`src/rtl/mealy_pkg.sv`:
```
// Shared types and constants for the arbitrated Mealy stepping core.
// Optional per-requester step counters: define MEALY_STEP_COUNT_EN.
package mealy_pkg;

    localparam int STATE_W = 4;
    localparam int NUM_REQ = 2;

    typedef logic [STATE_W-1:0] state_t;
    typedef logic [$clog2(NUM_REQ)-1:0] req_idx_t;

    localparam state_t S0 = 4'd0;
    localparam state_t S1 = 4'd1;
    localparam state_t S2 = 4'd2;
    localparam state_t S3 = 4'd3;
    localparam state_t S4 = 4'd4;
    localparam state_t S5 = 4'd5;

    function automatic logic [NUM_REQ-1:0] onehot(input req_idx_t idx);
        return NUM_REQ'(1) << idx;
    endfunction

endpackage

```
`src/rtl/mealy_next_state.sv`:
```
// Combinational transition function of the 6-state Mealy core.
// Unused encodings fall back to S0 regardless of the input bit.
module mealy_next_state
    import mealy_pkg::*;
(
    input  state_t cur,
    input  logic   in_b,
    output state_t nxt
);

    always_comb begin
        nxt = S0;
        unique case (cur)
            S0:      nxt = in_b ? S3 : S1;
            S1:      nxt = in_b ? S5 : S2;
            S2:      nxt = in_b ? S0 : S3;
            S3:      nxt = in_b ? S1 : S4;
            S4:      nxt = in_b ? S2 : S5;
            S5:      nxt = in_b ? S4 : S0;
            default: nxt = S0;
        endcase
    end

endmodule

```
`src/rtl/mealy_step_arbiter.sv`:
```
// Round-robin arbiter granting single steps of a shared Mealy core.
// Optional per-requester step counters: define MEALY_STEP_COUNT_EN.
module mealy_step_arbiter
    import mealy_pkg::*;
#(
    parameter int GAP   = 0,
    parameter int GAP_W = 4
) (
    input  logic               clk,
    input  logic               reset,
    input  logic [NUM_REQ-1:0] req,
    input  logic [NUM_REQ-1:0] in_bit,
    input  logic               clr,
    output logic [NUM_REQ-1:0] gnt,
    output logic [STATE_W-1:0] state,
    output logic               step_valid,
    output logic               busy
`ifdef MEALY_STEP_COUNT_EN
    ,
    output logic [7:0]         cnt0,
    output logic [7:0]         cnt1
`endif
);

    state_t             state_q, state_d;
    logic [NUM_REQ-1:0] gnt_q, gnt_d;
    logic               sv_q, sv_d;
    logic               busy_q, busy_d;
    logic [GAP_W-1:0]   cd_q, cd_d;
    req_idx_t           lw_q, lw_d;

    req_idx_t           winner;
    logic               eligible;
    state_t             stepped;

    mealy_next_state u_next (
        .cur  (state_q),
        .in_b (in_bit[winner]),
        .nxt  (stepped)
    );

    always_ff @(posedge clk) begin
        if (!reset) begin
            state_q <= S0;
            gnt_q   <= '0;
            sv_q    <= 1'b0;
            busy_q  <= 1'b0;
            cd_q    <= '0;
            lw_q    <= req_idx_t'(1);
        end else begin
            state_q <= state_d;
            gnt_q   <= gnt_d;
            sv_q    <= sv_d;
            busy_q  <= busy_d;
            cd_q    <= cd_d;
            lw_q    <= lw_d;
        end
    end

    // Contention goes to whoever did not win last.
    always_comb begin
        winner = ~lw_q;
        unique case (1'b1)
            (req == 2'b01): winner = req_idx_t'(0);
            (req == 2'b10): winner = req_idx_t'(1);
            default:        winner = ~lw_q;
        endcase
    end

    always_comb begin
        eligible = !clr && (cd_q == '0) && (req != '0);
        state_d  = state_q;
        gnt_d    = '0;
        sv_d     = 1'b0;
        lw_d     = lw_q;
        cd_d     = (cd_q != '0) ? cd_q - GAP_W'(1) : cd_q;
        if (clr) begin
            state_d = S0;
            cd_d    = '0;
        end else if (eligible) begin
            state_d = stepped;
            gnt_d   = onehot(winner);
            sv_d    = 1'b1;
            lw_d    = winner;
            cd_d    = GAP_W'(GAP);
        end
        busy_d = (cd_d != '0);
    end

    always_comb begin
        gnt        = gnt_q;
        state      = state_q;
        step_valid = sv_q;
        busy       = busy_q;
    end

`ifdef MEALY_STEP_COUNT_EN
    // Saturating counters; clr deliberately leaves them alone.
    always_ff @(posedge clk) begin
        if (!reset) begin
            cnt0 <= 8'd0;
            cnt1 <= 8'd0;
        end else begin
            if (gnt_d[0] && cnt0 != 8'hFF) cnt0 <= cnt0 + 8'd1;
            if (gnt_d[1] && cnt1 != 8'hFF) cnt1 <= cnt1 + 8'd1;
        end
    end
`endif

endmodule

```
`config.mk`:
```
export PLATFORM = sky130hd
export DESIGN_NAME = mealy_step_arbiter
export DESIGN_NICKNAME = d
export VERILOG_FILES = /design/src/rtl/mealy_pkg.sv /design/src/rtl/mealy_next_state.sv /design/src/rtl/mealy_step_arbiter.sv
export SDC_FILE = /design/constraint.sdc
export NUM_CORES = 1
export LEC_CHECK = 0
export BUFFER_PORTS_ARGS = -buffer_cell sky130_fd_sc_hd__buf_2
export CAP_MARGIN = 20
export CORE_AREA = 2 2 39 41
export DETAILED_ROUTE_END_ITERATION = 6
export DIE_AREA = 0 0 41 43
export GPL_ROUTABILITY_DRIVEN = 1
export PLACE_DENSITY = 0.73
export SYNTH_ARGS = -nofsm -noshare
export SYNTH_HDL_FRONTEND = slang
export SYNTH_SLANG_ARGS = --single-unit
```
`constraint.sdc`:
```
create_clock -name clk -period 2.6 [get_ports clk]
set_input_delay 0.39 -clock clk [delete_from_list [all_inputs] [get_ports clk]]
set_output_delay 0.39 -clock clk [all_outputs]
set_load 0.02 [all_outputs]
```
After elaboration in Yosys (flattened, before gate mapping)
Cells that the tools add are included.
Storage, ports and cells
  register bits after elaboration: 13
  bits in latches: 0
  bits in writable memories: 0
  memory bits (read-only): 0
  input port bits: 7
  memories: 0
Operators by class
  add/sub/neg operators: 1
  multiply operators: 0
  div/mod/pow operators: 0
  $lt $le $gt $ge: 1
  eq/ne operators: 7
  shift operators: 1
  multiplexer cells: 14
  bitwise gates (word level): 4
  reduce and logical (&&, ||, !) cells: 11
Operator list (number)
  $pmux 4 s6: 1
  $mux 3: 4
  $mux 4: 3
  $eq 4x2->1 const B: 2
  $eq 4x3->1 const B: 2
  $logic_not 4->1: 2
  $reduce_bool 4->1: 2
  $eq 4x1->1 const B: 1
  $mux 2: 2
  $not 1->1: 4
  $sub 4x1->4 const B: 1
  $mux 1: 3
  $reduce_or 3->1: 1
  $eq 2x1->1 const B: 1
  $eq 2x2->1 const B: 1
  $logic_and 1x1->1: 2
  $lt 1x2->1 const B: 1
  $pmux 1 s2: 1
  $reduce_and 2->1: 1
  $reduce_bool 2->1: 1
  $reduce_or 2->1: 1
  $shl 1x1->2 const A: 1
  $logic_not 1->1: 1

Depth between registers and ports, before layout
  word-level depth: 6
  gate-level depth with buffers: 7
  gate-level depth less buffers: 7

Modules after synthesis
Synthesis repeated with hierarchy kept, for this count alone.
Unflattened totals
  cells, all modules: 79
  area total of the unflattened synthesis: 686.9 sq um
By module, submodules not included
  mealy_step_arbiter: instances 1, cells an instance 64, area each 588.1 sq um, sequential area each 260.2 sq um
  mealy_next_state: instances 1, cells an instance 15, area each 98.8 sq um, sequential area each 0.0 sq um

Least setup slack after synthesis
Ideal clock, no wire load.
  path type: input to register
  start point: input port req[0]
  end point: register state_q[0], in the netlist state[0]
  setup time: 0.103 ns
  arrival: 1.974 ns
  required time: 2.497 ns
  slack: 0.523 ns
  stages on the path: 6
  cell sequence: inv_1 ha_1 o21ai_2 mux2_2 maj3_1 a2111oi_2
On the way
  word-level cells in the longest chain between the ends: 6
RTL lines
  from (decl): RTL line mealy_step_arbiter.sv:11  | input logic [NUM_REQ-1:0] req,
  $eq 2x2->1 / $eq 2x1->1 (equally long branches): RTL line mealy_step_arbiter.sv:65, mealy_step_arbiter.sv:64
  $pmux 1 s2: RTL line mealy_step_arbiter.sv:63  | unique case (1'b1)
  $mux 1 (not written as such) (2 in series): RTL line mealy_step_arbiter.sv:38  | .in_b (in_bit[winner]),
  $mux 3, or another cell as far along: RTL line mealy_next_state.sv:18  | S4: nxt = in_b ? S2 : S5;
  $pmux 4 s6: RTL line mealy_next_state.sv:13  | unique case (cur)
  to (signal assigned): RTL line mealy_step_arbiter.sv:51  | state_q <= state_d;
  to (decl): RTL line mealy_step_arbiter.sv:25  | state_t state_q, state_d;
Parallel ways exist; a longest one is shown, timed or not. The select of a mux whose other input is x is not followed.
A chain may end at the register's enable or synchronous reset.

Final worst setup path
Ends and elaborated chain as after synthesis.

==> summary.md <==
| Metric | Value |
|---|---|
| Outcome | `finished, final reports clean` |
| EDFF count, synth | `0` |
| Data arrival, critical path | `about 2200 ps` |
| R2R Path End | `state[1]` |
| Hold_buf cts | `0` |
| Min-delay worst type | `in -> reg` |
| Via/cell ratio | `a little over 5` |
| H-tree levels | `1` |
| Area share of the largest cell type after synthesis | `0.372` |
| Skew-Pair Late Insertion Delay | `approximately 270 ps` |
| Core area | `roughly 1400 um2` |
| PwrDens | `around 530 nW/um2` |
| Post-synth top area cell | `dfxtp_1` |
| Top_reg_cell synth | `dfxtp_1` |
| Syn Nets | `84` |
| Post-CTS Setup Bufs | `0` |
| Worst Slack Setup Final | `~600 ps` |
| CTS tree | `done` |
| Antenna Violating Nets Remaining | `0` |
| Sequential area share after synthesis | `0.372` |
| Via count | `between 500 and 600` |
| Die width | `41 um` |
| Per-cell routed wire length | `approximately 11 um` |
| Leak pwr | `0.335 nW` |
| P&R area growth vs syn | `17.6%` |
| Top Family by Delay on Critical Path | `adder cells` |
| Starting Density | `0.467` |
| Yosys warns | `0` |
| Top Ports | `15` |
| Worst path max stage delay | `~400 ps` |
| Period utilisation layout | `0.769` |
| Cells along the critical path | `buf_2 > inv_1 > ha_1 > o21ai_2 > mux2_2 > maj3_1 > a2111oi_2` |
| Nets | `101` |
| Final min period | `approximately 2000 ps` |
| Final Slew Violations | `0` |
| Top-count cell post-synth | `dfxtp_1` |
| Port-buffer cells | `13` |
| Unrepaired setup endpoints after global routing | `false` |
| TNS Setup | `0 ps` |
| Placed Cells | `roughly 100` |
| Async set or reset register ratio after synthesis | `0` |
| TritonCTS Buffers | `3` |
| Reg2reg path depth | `7` |
| Multi-input gate area | `roughly 380 um2` |
| Residual overflow from global routing | `0` |
| WP depth | `7` |
| Layout cell share with drive strength beyond 1 | `0.311` |
| Commonest cells post-synth | `dfxtp_1, nor2_1, a21oi_1, inv_1, nand2_1` |
| Hold Path Origin | `reset` |
| Area contributors post-synth | `dfxtp_1, ha_1, nor2_1` |
| Peak supply drop | `between 300 and 400 uV` |
| Final hold viol count | `0` |
| Setup-failing EPs final | `0` |
| Fmax | `around 500 MHz` |
| CTS clk-pin slew, worst paths | `approximately 80 ps` |
| Clock root cell | `clkbuf_4` |
| Clk buf depth | `2` |
| Origin of the critical flop-to-flop path | `cd_q[0]` |
| Worst EP required | `~2800 ps` |
| Routability-driven placement congestion ratio | `0.699` |
| Worst Setup End Kind | `flop` |
| Distinct cells, synth | `30` |
| Fill cell count | `between 100 and 150` |
| Max Clock Skew | `around 3.9 ps` |
| Startpoint Class | `primary input` |
| Initial antenna violation count | `0` |
| Total track usage | `0.173` |
| Hold depth | `2` |
| CP Max Fanout | `5` |
| Resized cells post-CTS | `0` |
| Sequential Area | `around 240 um2` |
| Buf/Inv on CP | `2` |
| Slowest CP cell | `mux2_2` |
| Post-place setup slack | `about 300 ps` |
| R2R setup slack | `around 640 ps` |
| Avg Inst Size Synth | `8.72 um2` |
| Sink Count | `12` |
| CP Class | `in -> reg` |
| Flops & latches, synth | `12` |
| CP Launch Point | `req[0]` |
| Max Cap Violations | `0` |
| DP HPWL | `906 um` |
| Iter 0 DRT Violations | `4` |
| TritonRoute pass-1 iters | `2` |
| Post-synthesis instance area | `around 650 um2` |
| Antenna diode count | `0` |
| Layout Cells excl Fill | `106` |
| First-pass GRT wire length | `2.04 mm` |
| Largest net degree at the start of global routing | `9` |
| Syn Inst Count | `74` |
| Die Y | `~43 um` |
| Vias in the first global route | `approximately 500` |
| Residual DRC | `0` |
| Final WL | `approximately 1.2 mm` |
| Die Area | `roughly 1800 um2` |
| Worst setup endpoint | `state[0]` |
| Row count | `14` |
-- layer usage --
layer	GRT usage	vias to the layer above	wire length, um
met5	0	-	0
met4	0.0800	0	23
met3	0.0628	4	57
met2	0.259	14	545
met1	0.209	241	545
li1	-	284	-
-- report_power, final --
group	switching [W]	leakage (nW)	internal, W
Clock	0.0000642	0.0210	0.0000851
Combinational	0.0000325	0.216	0.0000243
Sequential	0.00000555	0.0977	0.000190
Total	0.000102	0.335	0.000300
-- metrics by stage --
step	power [W]	util	cell area, um2	hold WS [ps]
floorplan	0.000241	-	646	452
global placement	0.000256	0.523	723	497
detailed placement	0.000258	0.523	723	486
CTS	0.000403	0.549	759	326
global route	0.000422	0.549	759	326
finish	0.000402	0.549	759	326
-- worst min path at each step --
stage | to | slack (ps)
floorplan | lw_q | 450
global placement | lw_q | 500
detailed placement | lw_q | 490
CTS | lw_q | 330
global route | lw_q | 330
finish | lw_q | 330
-- cell type report --
cell class / instances / share of cell area
multi-input combinational: 55 / 0.494
clock buffer: 4 / 0.0478
inverter: 6 / 0.0297
timing repair buffer: 13 / 0.0857
sequential: 12 / 0.316
tap: 16 / 0.0264
-- cells by family (layout without fill, tap and decap cells) --
family,Yosys count,after routing,share of synthesized area
AOI/OAI and AO/OA,16,16,0.174
adders and majority gates,4,4,0.0737
buffers and inverters,7,23,0.0465
DFF,12,12,0.372
muxes,3,3,0.0484
other,1,1,0.00581
and+or+nand+nor,31,31,0.279
-- cell usage in the layout (no fill, tap or decap), drive strengths merged --
cell type,n
a21oi,7
o21ba,1
mux2,1
ha,3
nor2,9
a211oi,2
nor3,4
o21a,1
and3,1
conb,1
or3,2
inv,6
nand2,5
mux2i,2
buf,13
dfxtp,12
and2b,4
and2,1
nand3,1
nand2b,1
or3b,1
o21ai,2
maj3,1
a31oi,2
nor2b,2
a2111oi,1
clkbuf,4
-- state kept, by name (all words and copies together), names as in the netlist --
register / flops
lw_q: 1
step_valid: 1
gnt: 2
cd_q: 4
state: 3
busy: 1
Note: power is estimated with default switching activity, not from simulation.
